[src/rtl/ecc_checker_scoreboard_if.sv]
// Stimulus-side signals observed by the ECC checker: the APB snoop plus the DUT and golden-model results.
// The bench drives this bundle through the master modport; the checker only samples it.
interface ecc_checker_scoreboard_if #(
  parameter int DATA_WIDTH      = 32,
  parameter int AMBA_ADDR_WIDTH = 20,
  parameter int AMBA_WORD       = 32
);
  logic [AMBA_ADDR_WIDTH-1:0] PADDR;
  logic                       PSEL;
  logic                       PENABLE;
  logic                       PWRITE;
  logic [AMBA_WORD-1:0]       PRDATA;
  logic [AMBA_WORD-1:0]       regs_out;
  logic [DATA_WIDTH-1:0]      data_out;
  logic                       operation_done;
  logic [1:0]                 num_of_errors;
  logic [DATA_WIDTH-1:0]      gm_data_out;
  logic [1:0]                 gm_num_of_errors;

  modport master (
    output PADDR, PSEL, PENABLE, PWRITE, PRDATA, regs_out,
    output data_out, operation_done, num_of_errors, gm_data_out, gm_num_of_errors
  );

  modport slave (
    input PADDR, PSEL, PENABLE, PWRITE, PRDATA, regs_out,
    input data_out, operation_done, num_of_errors, gm_data_out, gm_num_of_errors
  );
endinterface

[src/rtl/ecc_checker_scoreboard.sv]
// Watches an ECC engine against its golden model: start/done latency, result compare, APB read-back, reset values.
// All outputs are registered (visible the cycle after the detecting edge); purely observational, never stalls anything.
module ecc_checker_scoreboard #(
  parameter int DATA_WIDTH      = 32,
  parameter int AMBA_ADDR_WIDTH = 20,
  parameter int AMBA_WORD       = 32,
  parameter int MAX_LATENCY     = 8,
  parameter int CNT_WIDTH       = 16
) (
  input  logic                 clk,
  input  logic                 rst,
  ecc_checker_scoreboard_if.slave bus,
  input  logic                 clr,
  output logic                 busy,
  output logic [CNT_WIDTH-1:0] pass_cnt,
  output logic [CNT_WIDTH-1:0] fail_cnt,
  output logic [6:0]           err_flags,
  output logic                 err_pulse,
  output logic [2:0]           first_err,
  output logic                 first_err_vld
);

  localparam int TW = $clog2(MAX_LATENCY + 1);
  localparam logic [TW-1:0] MAX_T = TW'(MAX_LATENCY);

  localparam logic [0:0] IDLE = 1'b0;
  localparam logic [0:0] WAIT = 1'b1;

  localparam int E_READ   = 0;
  localparam int E_TMO    = 1;
  localparam int E_DATA   = 2;
  localparam int E_NERR   = 3;
  localparam int E_ILLEG  = 4;
  localparam int E_RSTVAL = 5;
  localparam int E_UNEXP  = 6;

  logic [0:0]    state, nxt_state;
  logic [TW-1:0] timer, nxt_timer;
  logic          done_prev;
  logic          post_chk;

  logic          start_ev, done_ev, eval, pass_ok, any_err;
  logic [6:0]    err_det;
  logic [2:0]    first_idx;

  // Only the low address nibble selects the start register.
  logic unused_paddr;
  assign unused_paddr = ^bus.PADDR[AMBA_ADDR_WIDTH-1:4];

  assign start_ev = bus.PSEL & bus.PENABLE & bus.PWRITE & (bus.PADDR[3:0] == 4'h0);
  assign done_ev  = bus.operation_done & ~done_prev;
  assign busy     = (state == WAIT);

  always_comb begin
    err_det   = '0;
    eval      = 1'b0;
    nxt_state = state;
    nxt_timer = timer;

    err_det[E_READ] = bus.PSEL & bus.PENABLE & ~bus.PWRITE &
                      ((bus.PRDATA ^ bus.regs_out) != {AMBA_WORD{1'b0}});
    if (post_chk)
      err_det[E_RSTVAL] = (bus.data_out != {DATA_WIDTH{1'b0}}) | bus.operation_done |
                          (bus.num_of_errors != 2'd0);

    case (state)
      IDLE: begin
        if (start_ev) begin
          nxt_state = WAIT;
          nxt_timer = TW'(1);
        end else if (done_ev) begin
          err_det[E_UNEXP] = 1'b1;
        end
      end
      WAIT: begin
        if (done_ev && timer <= MAX_T) begin
          // Done is judged before a same-cycle start re-arms the window.
          eval            = 1'b1;
          err_det[E_DATA] = (bus.num_of_errors != 2'd2) && (bus.data_out != bus.gm_data_out);
          err_det[E_NERR] = (bus.num_of_errors != bus.gm_num_of_errors);
          err_det[E_ILLEG] = (bus.num_of_errors == 2'd3);
          nxt_state       = start_ev ? WAIT : IDLE;
          nxt_timer       = start_ev ? TW'(1) : '0;
        end else if (start_ev) begin
          nxt_timer = TW'(1);
        end else if (timer >= MAX_T) begin
          err_det[E_TMO] = 1'b1;
          nxt_state      = IDLE;
          nxt_timer      = '0;
        end else begin
          nxt_timer = timer + 1'b1;
        end
      end
      default: begin
        nxt_state = IDLE;
        nxt_timer = '0;
      end
    endcase
  end

  assign any_err = |err_det;
  assign pass_ok = eval & ~(|err_det[E_ILLEG:E_DATA]);

  always_comb begin
    first_idx = 3'd0;
    for (int i = 6; i >= 0; i--)
      if (err_det[i]) first_idx = 3'(i);
  end

  always_ff @(posedge clk or negedge rst) begin
    if (!rst) begin
      state         <= IDLE;
      timer         <= '0;
      done_prev     <= 1'b0;
      post_chk      <= 1'b1;
      pass_cnt      <= '0;
      fail_cnt      <= '0;
      err_flags     <= '0;
      err_pulse     <= 1'b0;
      first_err     <= 3'd0;
      first_err_vld <= 1'b0;
    end else begin
      done_prev <= bus.operation_done;
      post_chk  <= 1'b0;
      if (clr) begin
        state         <= IDLE;
        timer         <= '0;
        pass_cnt      <= '0;
        fail_cnt      <= '0;
        err_flags     <= '0;
        err_pulse     <= 1'b0;
        first_err     <= 3'd0;
        first_err_vld <= 1'b0;
      end else begin
        state     <= nxt_state;
        timer     <= nxt_timer;
        err_flags <= err_flags | err_det;
        err_pulse <= any_err;
        if (any_err && !first_err_vld) begin
          first_err     <= first_idx;
          first_err_vld <= 1'b1;
        end
        if (any_err && fail_cnt != {CNT_WIDTH{1'b1}})
          fail_cnt <= fail_cnt + 1'b1;
        if (pass_ok && pass_cnt != {CNT_WIDTH{1'b1}})
          pass_cnt <= pass_cnt + 1'b1;
      end
    end
  end

endmodule
[src/flat_wrapper.sv]
// flat-port wrapper written by rule: the top's interface ports become plain ports
module ecc_checker_scoreboard_flat 
#(
  parameter int DATA_WIDTH      = 32,
  parameter int AMBA_ADDR_WIDTH = 20,
  parameter int AMBA_WORD       = 32,
  parameter int MAX_LATENCY     = 8,
  parameter int CNT_WIDTH       = 16
)
  (clk, rst, clr, busy, pass_cnt, fail_cnt, err_flags, err_pulse, first_err, first_err_vld, bus_PADDR, bus_PSEL, bus_PENABLE, bus_PWRITE, bus_PRDATA, bus_regs_out, bus_data_out, bus_operation_done, bus_num_of_errors, bus_gm_data_out, bus_gm_num_of_errors);
  ecc_checker_scoreboard_if #(.DATA_WIDTH(DATA_WIDTH), .AMBA_ADDR_WIDTH(AMBA_ADDR_WIDTH), .AMBA_WORD(AMBA_WORD)) bus_i ();
  input  logic clk;
  input  logic rst;
  input  logic clr;
  output logic busy;
  output logic [CNT_WIDTH-1:0] pass_cnt;
  output logic [CNT_WIDTH-1:0] fail_cnt;
  output logic [6:0] err_flags;
  output logic err_pulse;
  output logic [2:0] first_err;
  output logic first_err_vld;
  input wire logic [$bits(bus_i.PADDR)-1:0] bus_PADDR;
  input wire logic [$bits(bus_i.PSEL)-1:0] bus_PSEL;
  input wire logic [$bits(bus_i.PENABLE)-1:0] bus_PENABLE;
  input wire logic [$bits(bus_i.PWRITE)-1:0] bus_PWRITE;
  input wire logic [$bits(bus_i.PRDATA)-1:0] bus_PRDATA;
  input wire logic [$bits(bus_i.regs_out)-1:0] bus_regs_out;
  input wire logic [$bits(bus_i.data_out)-1:0] bus_data_out;
  input wire logic [$bits(bus_i.operation_done)-1:0] bus_operation_done;
  input wire logic [$bits(bus_i.num_of_errors)-1:0] bus_num_of_errors;
  input wire logic [$bits(bus_i.gm_data_out)-1:0] bus_gm_data_out;
  input wire logic [$bits(bus_i.gm_num_of_errors)-1:0] bus_gm_num_of_errors;
  assign bus_i.PADDR = bus_PADDR;
  assign bus_i.PSEL = bus_PSEL;
  assign bus_i.PENABLE = bus_PENABLE;
  assign bus_i.PWRITE = bus_PWRITE;
  assign bus_i.PRDATA = bus_PRDATA;
  assign bus_i.regs_out = bus_regs_out;
  assign bus_i.data_out = bus_data_out;
  assign bus_i.operation_done = bus_operation_done;
  assign bus_i.num_of_errors = bus_num_of_errors;
  assign bus_i.gm_data_out = bus_gm_data_out;
  assign bus_i.gm_num_of_errors = bus_gm_num_of_errors;
  ecc_checker_scoreboard #(.DATA_WIDTH(DATA_WIDTH), .AMBA_ADDR_WIDTH(AMBA_ADDR_WIDTH), .AMBA_WORD(AMBA_WORD), .MAX_LATENCY(MAX_LATENCY), .CNT_WIDTH(CNT_WIDTH)) u_core (.clk(clk), .rst(rst), .bus(bus_i), .clr(clr), .busy(busy), .pass_cnt(pass_cnt), .fail_cnt(fail_cnt), .err_flags(err_flags), .err_pulse(err_pulse), .first_err(first_err), .first_err_vld(first_err_vld));
endmodule
[config.mk]
export PLATFORM = sky130hd
export DESIGN_NAME = ecc_checker_scoreboard_flat
export DESIGN_NICKNAME = d
export VERILOG_FILES = /design/src/rtl/ecc_checker_scoreboard_if.sv /design/src/rtl/ecc_checker_scoreboard.sv /design/src/flat_wrapper.sv
export SDC_FILE = /design/constraint.sdc
export NUM_CORES = 1
export LEC_CHECK = 0
export BUFFER_PORTS_ARGS = -buffer_cell sky130_fd_sc_hd__buf_4
export CAP_MARGIN = 20
export CORE_UTILIZATION = 38
export CTS_CLUSTER_DIAMETER = 30
export CTS_CLUSTER_SIZE = 20
export DETAILED_ROUTE_END_ITERATION = 10
export PLACE_DENSITY = 0.74
export SLEW_MARGIN = 25
export SYNTH_ARGS = -nofsm -noshare
export SYNTH_HDL_FRONTEND = slang
export SYNTH_SLANG_ARGS = --single-unit
export TNS_END_PERCENT = 10
[constraint.sdc]
create_clock -name clk -period 2.47 [get_ports clk]
set_clock_uncertainty 0.15 [all_clocks]
set_input_delay 0.494 -clock clk [delete_from_list [all_inputs] [get_ports clk]]
set_output_delay 0.494 -clock clk [all_outputs]
set_load 0.01 [all_outputs]
### Word level (Yosys, flattened, before mapping)

Index checks and enable logic that the tools add are counted.

* add/subtract/negate cells: 3
* magnitude comparators: 2
* equality and inequality tests: 7
* mux-type cells: 41
* bitwise logic cells: 15
* reductions and logical operators: 15

Operators with widths (number)
* $mux W16: 4
* $reduce_bool A32 Y1: 2
* $add A16 B1 Y16 const B: 2
* $ne A16 B16 Y1 const B: 2
* $ne A32 B32 Y1: 1
* $xor A32 B32 Y32: 1
* $mux W3: 10
* $mux W4: 6
* $mux W1: 18
* $pmux W4 S2: 1
* $reduce_bool A2 Y1: 4
* $and A1 B1 Y1: 7
* $mux W7: 1
* $or A7 B7 Y7: 1
* $reduce_or A7 Y1: 1
* $logic_and A1 B1 Y1: 5
* $add A4 B1 Y4 const B: 1
* $ge A4 B4 Y1 const B: 1
* $le A4 B4 Y1 const B: 1
* $logic_not A4 Y1: 1
* $not A1 Y1: 4
* $ne A3 B2 Y1 const B: 1
* $reduce_or A3 Y1: 1
* $eq A2 B2 Y1 const B: 1
* 5 further kinds: 6

* register bits after elaboration: 51
* input bits: 159
* output and inout bits: 45
* logic and storage cells: 93

### Depth between registers and ports, before layout

Gate-level depths: netlist (run 1).

* word-level depth: 14
* gate-level depth with buffers: 11
* mapped depth without buffers: 10

### Least setup slack after synthesis (run 1)

OpenSTA, ideal clock, no wires.

* kind: input to register
* start: input bus_gm_data_out[0]
* end: register u_core.fail_cnt[5]
* library setup time: 125 ps
* data arrival time: 2336 ps
* required time: 2195 ps
* path slack: -141 ps
* cell stages on the path: 8
* buffers on the path: 0
* cells stage by stage: xor2_1 -> nor4_1 -> nand4_1 -> o221a_4 -> nor4_4 -> a21boi_4 -> and4_4 -> mux2_4

* word-level cells in the longest chain between the ends: 7

RTL lines
* start: declaration: line flat_wrapper.sv:31 `input wire logic [$bits(bus_i.gm_data_out)-1:0] bus_gm_data_out;`
* $ne A32 B32 Y1: line ecc_checker_scoreboard.sv:79 `err_det[E_DATA] = (bus.num_of_errors != 2'd2) && (bus.data_out != bus.gm_data_out);`
* $logic_and A1 B1 Y1: line ecc_checker_scoreboard.sv:79
* $mux W3: line ecc_checker_scoreboard.sv:76 `if (done_ev && timer <= MAX_T) begin`
* $mux W4: line ecc_checker_scoreboard.sv:66 `case (state)`
* $reduce_or A7 Y1: line ecc_checker_scoreboard.sv:101 `assign any_err = |err_det;`
* $logic_and A1 B1 Y1: line ecc_checker_scoreboard.sv:143 `if (any_err && fail_cnt != {CNT_WIDTH{1'b1}})`
* $reduce_bool A2 Y1 (no source line)
* end signal: assignment: line ecc_checker_scoreboard.sv:144 `fail_cnt <= fail_cnt + 1'b1;`
* end: declaration: line ecc_checker_scoreboard.sv:16 `output logic [CNT_WIDTH-1:0] fail_cnt,`

No other way between the ends.
A chain may end at the register's enable or synchronous reset.

### Worst setup path in the final report (run 1)

* start: register u_core.timer[0]
* end: register u_core.fail_cnt[5]

* word-level cells in the longest chain between the ends: 8
* elaborated cells on any way between the ends: 11
* classes of those cells: order compare: 2; mux: 5; reduce/logical: 4

RTL lines
* start: declaration: line ecc_checker_scoreboard.sv:38 `logic [TW-1:0] timer, nxt_timer;`
* start signal: assignment: line ecc_checker_scoreboard.sv:136 `timer <= nxt_timer;`
* $ge A4 B4 Y1: line ecc_checker_scoreboard.sv:86 `end else if (timer >= MAX_T) begin`
* $mux W1: line ecc_checker_scoreboard.sv:86
* $mux W1: line ecc_checker_scoreboard.sv:84 `end else if (start_ev) begin`
* $mux W1: line ecc_checker_scoreboard.sv:76
* $mux W4 (*): line ecc_checker_scoreboard.sv:66
* $reduce_or A7 Y1 (*): line ecc_checker_scoreboard.sv:101
* $logic_and A1 B1 Y1 (*): line ecc_checker_scoreboard.sv:143
* $reduce_bool A2 Y1 (no source line) (*)

Every way passes the cells marked *; elsewhere a longest branch is shown, timed or not.

==> metrics, run 1 <==
Mapped Cells=370; per-cell routed wire length=14.30 um; core region area=8721 um^2; area delta synth->final=61.60%; leakage power=2.715 nW; Synth Register Bits=51; top_reg_cell synth=dfrtp_1; share of cells above drive strength 1=46.08%; Die Ht=96.71 um; Max Clock Freq=388.4 MHz; Clock Path Buffers=2; RSZ-0062 raised after global routing=yes; drt initial violations=65; DP Area=5290 um^2; register area share after synthesis=37.48%; Clock transition at path regs=0.10 ns; Finished Cell Area=5508 um^2; EDFF count, synth=0; Worst Setup Start Kind=flip-flop; Async S/R FF share, synth=100.0%; Total GRT Usage=22.23%; Final Worst Setup Slack=-0.1047 ns; final wirelength=10300 um; min-delay worst type=in2async; ant diodes=0; clock sink count=51; final worst-path cycle share=104.2%; WP depth=11; dpl hpwl=8455 um; max cap viols=0; Slowest cell on crit path=dfrtp_1; pwr/cell area=354.6 nW/um^2; syn avg cell area=9.212 um^2; crit-path cells=inv_1, ha_1, nand2b_1, a211oi_2, buf_4, a21boi_4, nor4_4, buf_4, a21boi_4, and4_4, mux2_4; Worst Reg-to-Reg Cells=11; CP top delay family=compound AO/OA/AOI/OAI gates; GRT overflow=0; initial antenna violation count=0; violated checks=negative setup slack; I/O Buffers=187; routed via count=3617; Final setup viols=6; I/O pin cnt=204; largest net degree at the start of global routing=52; Final ANT Viol Nets=0; critical path class=reg2reg; status=finished, violations left; relative slew slack=57.09%; Worst-Skew Late Latency=0.31 ns; WP data required=2.52 ns; Row Count=34; first-pass GRT wire length=16910 um; nets@finish=774; worst-margin pin slew=0.6436 ns; Yosys cell types=47; Initial Util=39.08%; routability congestion estimate from global placement=0.9539; Arrival @ worst endpoint=2.62 ns; crit end category=flip-flop; max-slew violations=0; CTS tree=yes; DRT Pass-1 Iters=4; number of remaining DRC errors=0; Tmin final=2.575 ns; Vias/cell=5.024; pre-CTS WS=-0.4390 ns; Peak supply drop=0.2192 mV; Die Area=9352 um^2; syn nets=533; DIE WIDTH=96.71 um; Hold Fails Final Rpt=0; vias in the first global route=3754; Crit path buffers/inverters=3; Netlist Area Pre-Place=3408 um^2; clock root buffer=clkbuf_8; total CTS buffers=5; CP max stage delay=0.39 ns; Ys Warns=0; H-tree levels=2; crit-path max FO=5
[cells in the final DEF (no fill, tap or decap), types with 2 or more instances in the layout]
master and n:
nor3_1 3, buf_4 239, nand4_1 22, mux2_2 5, nand3_1 14, a211oi_1 2
mux2i_1 3, a21boi_4 2, nand2b_1 6, nand2_1 12, xnor2_1 35, nor4_2 7
o31ai_1 2, o22ai_1 2, a41o_1 2, xor2_1 45, a31o_2 5, nor2b_1 7
nor2_1 60, o21ai_0 2, a21oi_2 2, and4_1 3, ha_1 4, clkbuf_8 5
a21oi_1 12, and3_1 11, buf_6 2, inv_1 11, nor4_1 13, dfrtp_1 50
[final timing paths]
| kind | start | end | slack [ns] |
|---|---|---|---|
| min | rst | u_core.pass_cnt[7] | 0.05 |
| min in group clk | bus_operation_done | u_core.done_prev | 0.16 |
| min reg2reg | u_core.err_flags[6] | u_core.err_flags[6] | 0.36 |
| max | u_core.timer[0] | u_core.fail_cnt[5] | -0.10 |
| max in group asynchronous | rst | u_core.fail_cnt[8] | 1.68 |
| max reg2reg | u_core.timer[0] | u_core.fail_cnt[5] | -0.10 |
[state kept, by name, summed over array words and instances (netlist names)]
signal,flops
u_core.first_err,3
u_core.fail_cnt,16
u_core.err_pulse,1
u_core.timer,4
u_core.err_flags,7
u_core.first_err_vld,1
u_core.post_chk,1
u_core.done_prev,1
u_core.busy,1
u_core.pass_cnt,16
[cell usage after synthesis, drive strengths merged (4+ instances only)]
library cell	n	area, um^2
nor2	61	231.5
dfrtp	50	1251
xor2	45	394.1
xnor2	36	315.3
nand4	22	137.6
nor4	21	158.9
a21oi	14	70.07
nand3	14	70.07
nand2	13	51.30
and3	11	68.82
inv	11	41.29
nor2b	7	43.79
mux2	6	71.31
nand2b	6	37.54
a31o	5	43.79
clkbuf	5	18.77
nor3	5	36.29
and4	4	37.54
ha	4	50.05
[cell families (layout without fill, tap and decap cells)]
logic type | Yosys count | count (layout) | share of synthesized area [%]
compound gates | 37 | 38 | 8.444
xor+xnor | 81 | 81 | 20.81
fa+ha+maj | 4 | 4 | 1.468
buf+inv | 19 | 260 | 2.166
flops | 51 | 51 | 37.48
mux | 9 | 9 | 2.973
other cells | 1 | 1 | 0.1100
simple gates | 168 | 168 | 26.54
[layer usage]
layer,wire length (um),up-vias,GRT usage [%],share of wire (%)
met3,537,27,3.757,5.2
met5,0,-,0,0
met1,3907,1681,24.22,38
met2,5487,121,41.50,53
li1,-,1788,-,-
met4,365,0,10.45,3.5
[stage by stage]
step	setup TNS, ns	hold slack [ns]	instances	utilization (%)	power (W)
floorplan	-0.9929	0.04841	370	-	0.001043
global placement	-9.467	0.3365	707	60.66	0.001357
detailed placement	-10.28	0.3457	707	60.66	0.001365
CTS	-0.2480	0.07319	718	62.42	0.001965
global route	-3.164	0.1028	720	63.16	0.002041
finish	-0.2070	0.05433	720	63.16	0.001953
[layout make-up]
type / count / area, um^2
Multi-Input combinational cell: 301 / 2125
Timing Repair Buffer: 241 / 1817
Sequential cell: 51 / 1277
Inverter: 11 / 41.29
Fill cell: 718 / 3213
Tap cell: 108 / 135.1
Clock buffer: 5 / 68.82
Clock inverter: 3 / 43.79
[power by group]
group,internal (W),switching [W],total [W]
Combinational,0.000292,0.000208,0.000500
Clock,0.000302,0.000289,0.000591
Sequential,0.000851,0.0000106,0.000862
[timing repair]
action	4_1_cts	5_1_grt
hold buffers	0	0
pin swaps	5	7
resized for setup	3	9
setup endpoints to repair	18	31
buffers inserted	3	2
cloned	1	0
[worst register-to-register path, cell delays in order (launching register included)]
cell and delay [ns]:
dfrtp_1 0.39, inv_1 0.06, ha_1 0.14, nand2b_1 0.08
a211oi_2 0.25, buf_4 0.18, a21boi_4 0.21, nor4_4 0.06
buf_4 0.18, a21boi_4 0.23, and4_4 0.26, mux2_4 0.29
Power figures use the tool's default switching activity.
==> run 2: changes to the inputs <==
--- a/config.mk
+++ b/config.mk
@@ -7,11 +7,13 @@
 export LEC_CHECK = 0
 export BUFFER_PORTS_ARGS = -buffer_cell sky130_fd_sc_hd__buf_4
 export CAP_MARGIN = 20
-export CORE_UTILIZATION = 38
+export CELL_PAD_IN_SITES_DETAIL_PLACEMENT = 2
+export CELL_PAD_IN_SITES_GLOBAL_PLACEMENT = 2
+export CORE_UTILIZATION = 21
 export CTS_CLUSTER_DIAMETER = 30
 export CTS_CLUSTER_SIZE = 20
 export DETAILED_ROUTE_END_ITERATION = 10
-export PLACE_DENSITY = 0.74
+export PLACE_DENSITY = 0.76
 export SLEW_MARGIN = 25
 export SYNTH_ARGS = -nofsm -noshare
 export SYNTH_HDL_FRONTEND = slang
==> run 2 against run 1 <==
Net effect: power rose by 14%; via count up 5.3%; maximum frequency about the same; the run still ends with negative setup slack left; worst hold slack improved by 0.039 ns; clock power is 41% higher; register-to-register slack barely moved; non-clock buffer count up 13; largest cell class unchanged; sequential power is essentially flat; utilization shrank 26 points; final cell count grew 17%.
==> metrics, run 2 (synthesis gave the netlist of run 1 again) <==
max-slew violations=0; relative slew slack=53.55%; Max Clock Freq=388.4 MHz; I/O pin cnt=204; Final ANT Viol Nets=0; top flop regs=u_core.fail_cnt x16, u_core.pass_cnt x16, u_core.err_flags x7; Slowest cell on crit path=or4_4; drt initial violations=103; most common cell after layout, fill and taps aside=buf_4; Worst Setup Start Kind=flip-flop; P_int=0.001664 W; Total GRT Usage=17.51%; Clock transition at path regs=0.07 ns; CP max stage delay=0.43 ns; per-cell routed wire length=17.15 um; clock root buffer=clkbuf_16; I/O Buffers=187; share of cells above drive strength 1=50.00%; DIE WIDTH=129.4 um; WP depth=12; Crit path buffers/inverters=3; DP Area=5543 um^2; switching pwr=0.0005705 W; largest net degree at the start of global routing=52; routability congestion estimate from global placement=0.8527; critical path class=reg2reg; Peak supply drop=0.2414 mV; DRT Pass-1 Iters=3; leakage power=2.842 nW; crit-path max FO=4; final wirelength=14410 um; area delta synth->final=73.57%; Final Util=37.24%; Row Count=46; first-pass GRT wire length=22470 um; dpl hpwl=11780 um; worst-margin pin slew=0.6967 ns; routed via count=3808; pwr/cell area=377.7 nW/um^2; internal reg-to-reg setup slack=-0.10 ns; Tmin final=2.574 ns; Worst-Skew Late Latency=0.30 ns; Die Ht=129.4 um; Final setup viols=14; Finished Cell Area=5916 um^2; Comb pwr share=23.9%; hold buffers post-CTS=0; Clock Path Buffers=2; Sw Share=25.54%; Hold Fails Final Rpt=0; Clk pwr share=37.4%; final worst-path cycle share=104.2%; Vias/cell=4.533; Final Worst Setup Slack=-0.1044 ns; Flop pwr share=38.6%; crit end category=flip-flop; status=finished, violations left; vias in the first global route=4355; violated checks=negative setup slack; WP data required=2.54 ns; Worst Reg-to-Reg Cells=12; clock sink count=51; Min Hold Slack=0.09304 ns; ant diodes=0; Die Area=16740 um^2; Initial Util=21.46%; min-delay worst type=in2async; H-tree levels=2; Arrival @ worst endpoint=2.65 ns; nets@finish=786; GRT overflow=0; initial antenna violation count=0; core region area=15890 um^2; total CTS buffers=5; number of remaining DRC errors=0; RSZ-0062 raised after global routing=yes; CTS tree=yes; most frequent cells in the layout=249 x buf_4, 60 x nor2_1, 50 x dfrtp_1, 45 x xor2_1, 33 x xnor2_1; max cap viols=0; crit-path cells=inv_1, ha_2, nand2b_4, a211oi_2, buf_4, buf_6, nand2_4, a41o_1, nor3_4, nand2_2, or4_4, a21oi_2; CP top delay family=simple AND/OR/NAND/NOR gates
run 2: changes by cell type in the layout (fill, tap and decap cells not counted), moves of 4 or more:
cell       change
nand2_1        -4
nor4_2         +4
clkbuf_8       -4
nor4_1         -4
clkbuf_16      +5
buf_4         +10
run 2: metrics by stage:
| step | TNS, ns | instances | setup WS, ns | power (W) |
|---|---|---|---|---|
| after global routing | -4.136 | 840 | -0.2259 | 0.002347 |
| after CTS | -0.5067 | 839 | -0.1113 | 0.002272 |
| after floorplan | -0.9929 | 370 | -0.1407 | 0.001043 |
| final | -0.4647 | 840 | -0.1044 | 0.002234 |
| after global placement | -15.16 | 829 | -0.5718 | 0.001377 |
| after detailed placement | -14.63 | 829 | -0.5437 | 0.001400 |
run 2: timing repair:
action / in CTS / in global routing
gates cloned: 0 / 1
pin swaps: 22 / 2
gates resized for setup: 28 / 7
setup buffers: 4 / 0
endpoints found under the setup margin: 32 / 34
run 2: area by class of cell:
cell class | count | area, um^2
Clock inverter | 2 | 38.79
Inverter | 11 | 41.29
Multi-Input combinational cell | 300 | 2221
Fill cell | 1824 | 9970
Tap cell | 216 | 270.3
Clock buffer | 6 | 138.9
Sequential cell | 51 | 1277
Timing Repair Buffer | 254 | 1928
run 2: worst register-to-register path, stage by stage (launching register included):
cell	delay, ns
dfrtp_1	0.39
inv_1	0.06
ha_2	0.19
nand2b_4	0.06
a211oi_2	0.18
buf_4	0.15
buf_6	0.10
nand2_4	0.05
a41o_1	0.24
nor3_4	0.27
nand2_2	0.11
or4_4	0.43
a21oi_2	0.13
run 2: metal layers:
| metal | track usage [%] | part of all wire, % | up-vias |
|---|---|---|---|
| li1 | - | - | 1803 |
| met1 | 18.14 | 37 | 1859 |
| met2 | 34.31 | 55 | 131 |
| met3 | 4.666 | 6.6 | 15 |
| met4 | 4.706 | 1.7 | 0 |
| met5 | 0 | 0 | - |
run 2: final timing paths:
check	start	to
max	u_core.timer[0]	u_core.pass_cnt[9]
min	rst	u_core.fail_cnt[8]
max reg2reg	u_core.timer[0]	u_core.pass_cnt[9]
min reg2reg	u_core.err_flags[6]	u_core.err_flags[6]
max in group asynchronous	rst	u_core.fail_cnt[10]
min in group clk	bus_operation_done	u_core.done_prev
run 2: power groups by stage:
| stage | sequential (W) | combinational [W] | clock [W] |
|---|---|---|---|
| 2_1_floorplan | 0.000886 | 0.000158 | 0 |
| 3_3_place_gp | 0.000877 | 0.000500 | 0 |
| 3_5_place_dp | 0.000879 | 0.000521 | 0 |
| 4_1_cts | 0.000863 | 0.000540 | 0.000869 |
| 5_1_grt | 0.000864 | 0.000580 | 0.000903 |
| 6_report | 0.000863 | 0.000535 | 0.000836 |
==> run 3: changes to the inputs <==
--- a/config.mk
+++ b/config.mk
@@ -5,15 +5,18 @@
 export SDC_FILE = /design/constraint.sdc
 export NUM_CORES = 1
 export LEC_CHECK = 0
+export ABC_CLOCK_PERIOD_IN_PS = 2470
 export BUFFER_PORTS_ARGS = -buffer_cell sky130_fd_sc_hd__buf_4
 export CAP_MARGIN = 20
 export CELL_PAD_IN_SITES_DETAIL_PLACEMENT = 2
 export CELL_PAD_IN_SITES_GLOBAL_PLACEMENT = 2
+export CORE_MARGIN = 5
 export CORE_UTILIZATION = 21
 export CTS_CLUSTER_DIAMETER = 30
 export CTS_CLUSTER_SIZE = 20
 export DETAILED_ROUTE_END_ITERATION = 10
 export PLACE_DENSITY = 0.76
+export SKIP_CTS_REPAIR_TIMING = 1
 export SLEW_MARGIN = 25
 export SYNTH_ARGS = -nofsm -noshare
 export SYNTH_HDL_FRONTEND = slang
==> run 3 against run 2 <==
Net effect: the run still ends with negative setup slack left; global-route usage fell by 1.7 points; sequential power hardly changed; non-clock buffer count fell by 5; critical path depth fell by 1; die area is 13% higher; clock power decreased by 10%; worst setup slack worse by 0.065 ns; routed wire length increased by 7.7%; cell area up 0.59%; utilization grew 0.22 points; critical path type is now in2reg; highest routed layer unchanged.
==> metrics, run 3 (synthesis gave the netlist of run 1 again) <==
status=finished, violations left; violated checks=negative setup slack; Row Count=46; share of cells above drive strength 1=50.65%; Tmin final=2.640 ns; final wirelength=15510 um; DRT Pass-1 Iters=3; vias in the first global route=4494; min-delay worst type=in2async; Worst-Skew Late Latency=0.29 ns; dpl hpwl=12910 um; DP Area=5490 um^2; max-slew violations=0; H-tree levels=2; # fillers=1795; Die Ht=137.4 um; CP max stage delay=0.32 ns; Critical R2R Capture=u_core.fail_cnt[5]; RSZ-0062 raised after global routing=yes; crit-path cells=buf_4, xor2_1, nor4_2, nand4_1, o221a_4, nor4_4, buf_6, a21boi_4, buf_6, nand3_2, mux2_4; Reg2Reg Launch Point=u_core.fail_cnt[7]; most common cell after layout, fill and taps aside=buf_4; Worst Reg-to-Reg Cells=8; CP Launch Point=bus_gm_data_out[5]; Max Clock Freq=378.8 MHz; largest net degree at the start of global routing=52; Pwr Total=0.002158 W; crit end category=flip-flop; I/O pin cnt=204; most frequent CP cell=buf_6; drt initial violations=76; Peak supply drop=0.2169 mV; total CTS buffers=5; top flop regs=u_core.fail_cnt x16, u_core.pass_cnt x16, u_core.err_flags x7; routed via count=3771; number of remaining DRC errors=0; most frequent cells in the layout=239 x buf_4, 59 x nor2_1, 50 x dfrtp_1, 42 x xor2_1, 36 x xnor2_1; Min Hold Slack=0.1102 ns; DIE WIDTH=137.4 um; Slowest cell on crit path=nor4_2; clock root buffer=clkbuf_16; relative slew slack=51.97%; nets@finish=782; final worst-path cycle share=106.9%; initial antenna violation count=0; Worst Setup Start Kind=primary input; pwr/cell area=362.6 nW/um^2; GRT overflow=0; worst-margin pin slew=0.7205 ns; Hold Fails Final Rpt=0; CP top delay family=simple AND/OR/NAND/NOR gates; critical path class=in2reg; WP data required=2.50 ns; Clock transition at path regs=0.07 ns; Final Util=37.46%; CTS tree=yes; core region area=15890 um^2; Total GRT Usage=15.79%; Finished Cell Area=5951 um^2; area delta synth->final=74.60%; I/O Buffers=187; Crit path buffers/inverters=3; FF+latch area=1277 um^2; Arrival @ worst endpoint=2.67 ns; leakage power=2.823 nW; Post-Layout Cell Count=836; Final Worst Setup Slack=-0.1698 ns; ant diodes=0; Final setup viols=27; Final ANT Viol Nets=0; first-pass GRT wire length=23150 um; per-cell routed wire length=18.56 um; max cap viols=0; Initial Util=21.46%; Clock Path Buffers=2; area of the multi-input gates=2286 um^2; internal reg-to-reg setup slack=-0.04 ns; crit-path max FO=5; routability congestion estimate from global placement=0.8332; Vias/cell=4.511; clock sink count=51; dpl cells=822; Die Area=18880 um^2
==> run 3: routing by layer <==
metal / GRT usage (%) / part of all wire [%] / up-vias
li1: - / - / 1797
met1: 15.85 / 36 / 1829
met2: 31.40 / 55 / 132
met3: 4.602 / 7.3 / 13
met4: 3.880 / 1.5 / 0
met5: 0 / 0 / -
==> run 3: power breakdown <==
| group | internal [W] | switching, W |
|---|---|---|
| clock | 0.000433 | 0.000316 |
| sequential | 0.000852 | 0.0000134 |
| combinational | 0.000305 | 0.000238 |
==> run 3: worst register-to-register path, cell delays in order, from the launching register on <==
cell	delay (ns)
dfrtp_1	0.38
and3_1	0.20
and2_1	0.18
and3_1	0.20
and3_1	0.21
nand3_1	0.21
a21boi_4	0.32
and4_4	0.26
mux2_4	0.29
==> run 3: how the worst max path moves through the flow <==
stage | endpoint | cells past startpoint
after floorplan | u_core.fail_cnt[5] | 8
after global placement | u_core.fail_cnt[5] | 9
after detailed placement | u_core.fail_cnt[5] | 9
after CTS | u_core.fail_cnt[5] | 9
after global routing | u_core.fail_cnt[10] | 11
final | u_core.fail_cnt[10] | 11
==> run 3: per-stage QoR <==
stage	setup slack (ns)	TNS [ns]
2_1_floorplan	-0.1407	-0.9929
3_3_place_gp	-0.5835	-15.47
3_5_place_dp	-0.6477	-15.97
4_1_cts	-0.3349	-4.851
5_1_grt	-0.2413	-5.376
6_report	-0.1698	-1.919
==> run 3: layout make-up <==
class | instances | area share (%)
sequential | 51 | 21.47
inverter | 11 | 0.6939
timing repair buffer | 249 | 32.25
multi-input combinational | 301 | 38.41
tap | 216 | 4.542
clock buffer | 8 | 2.628
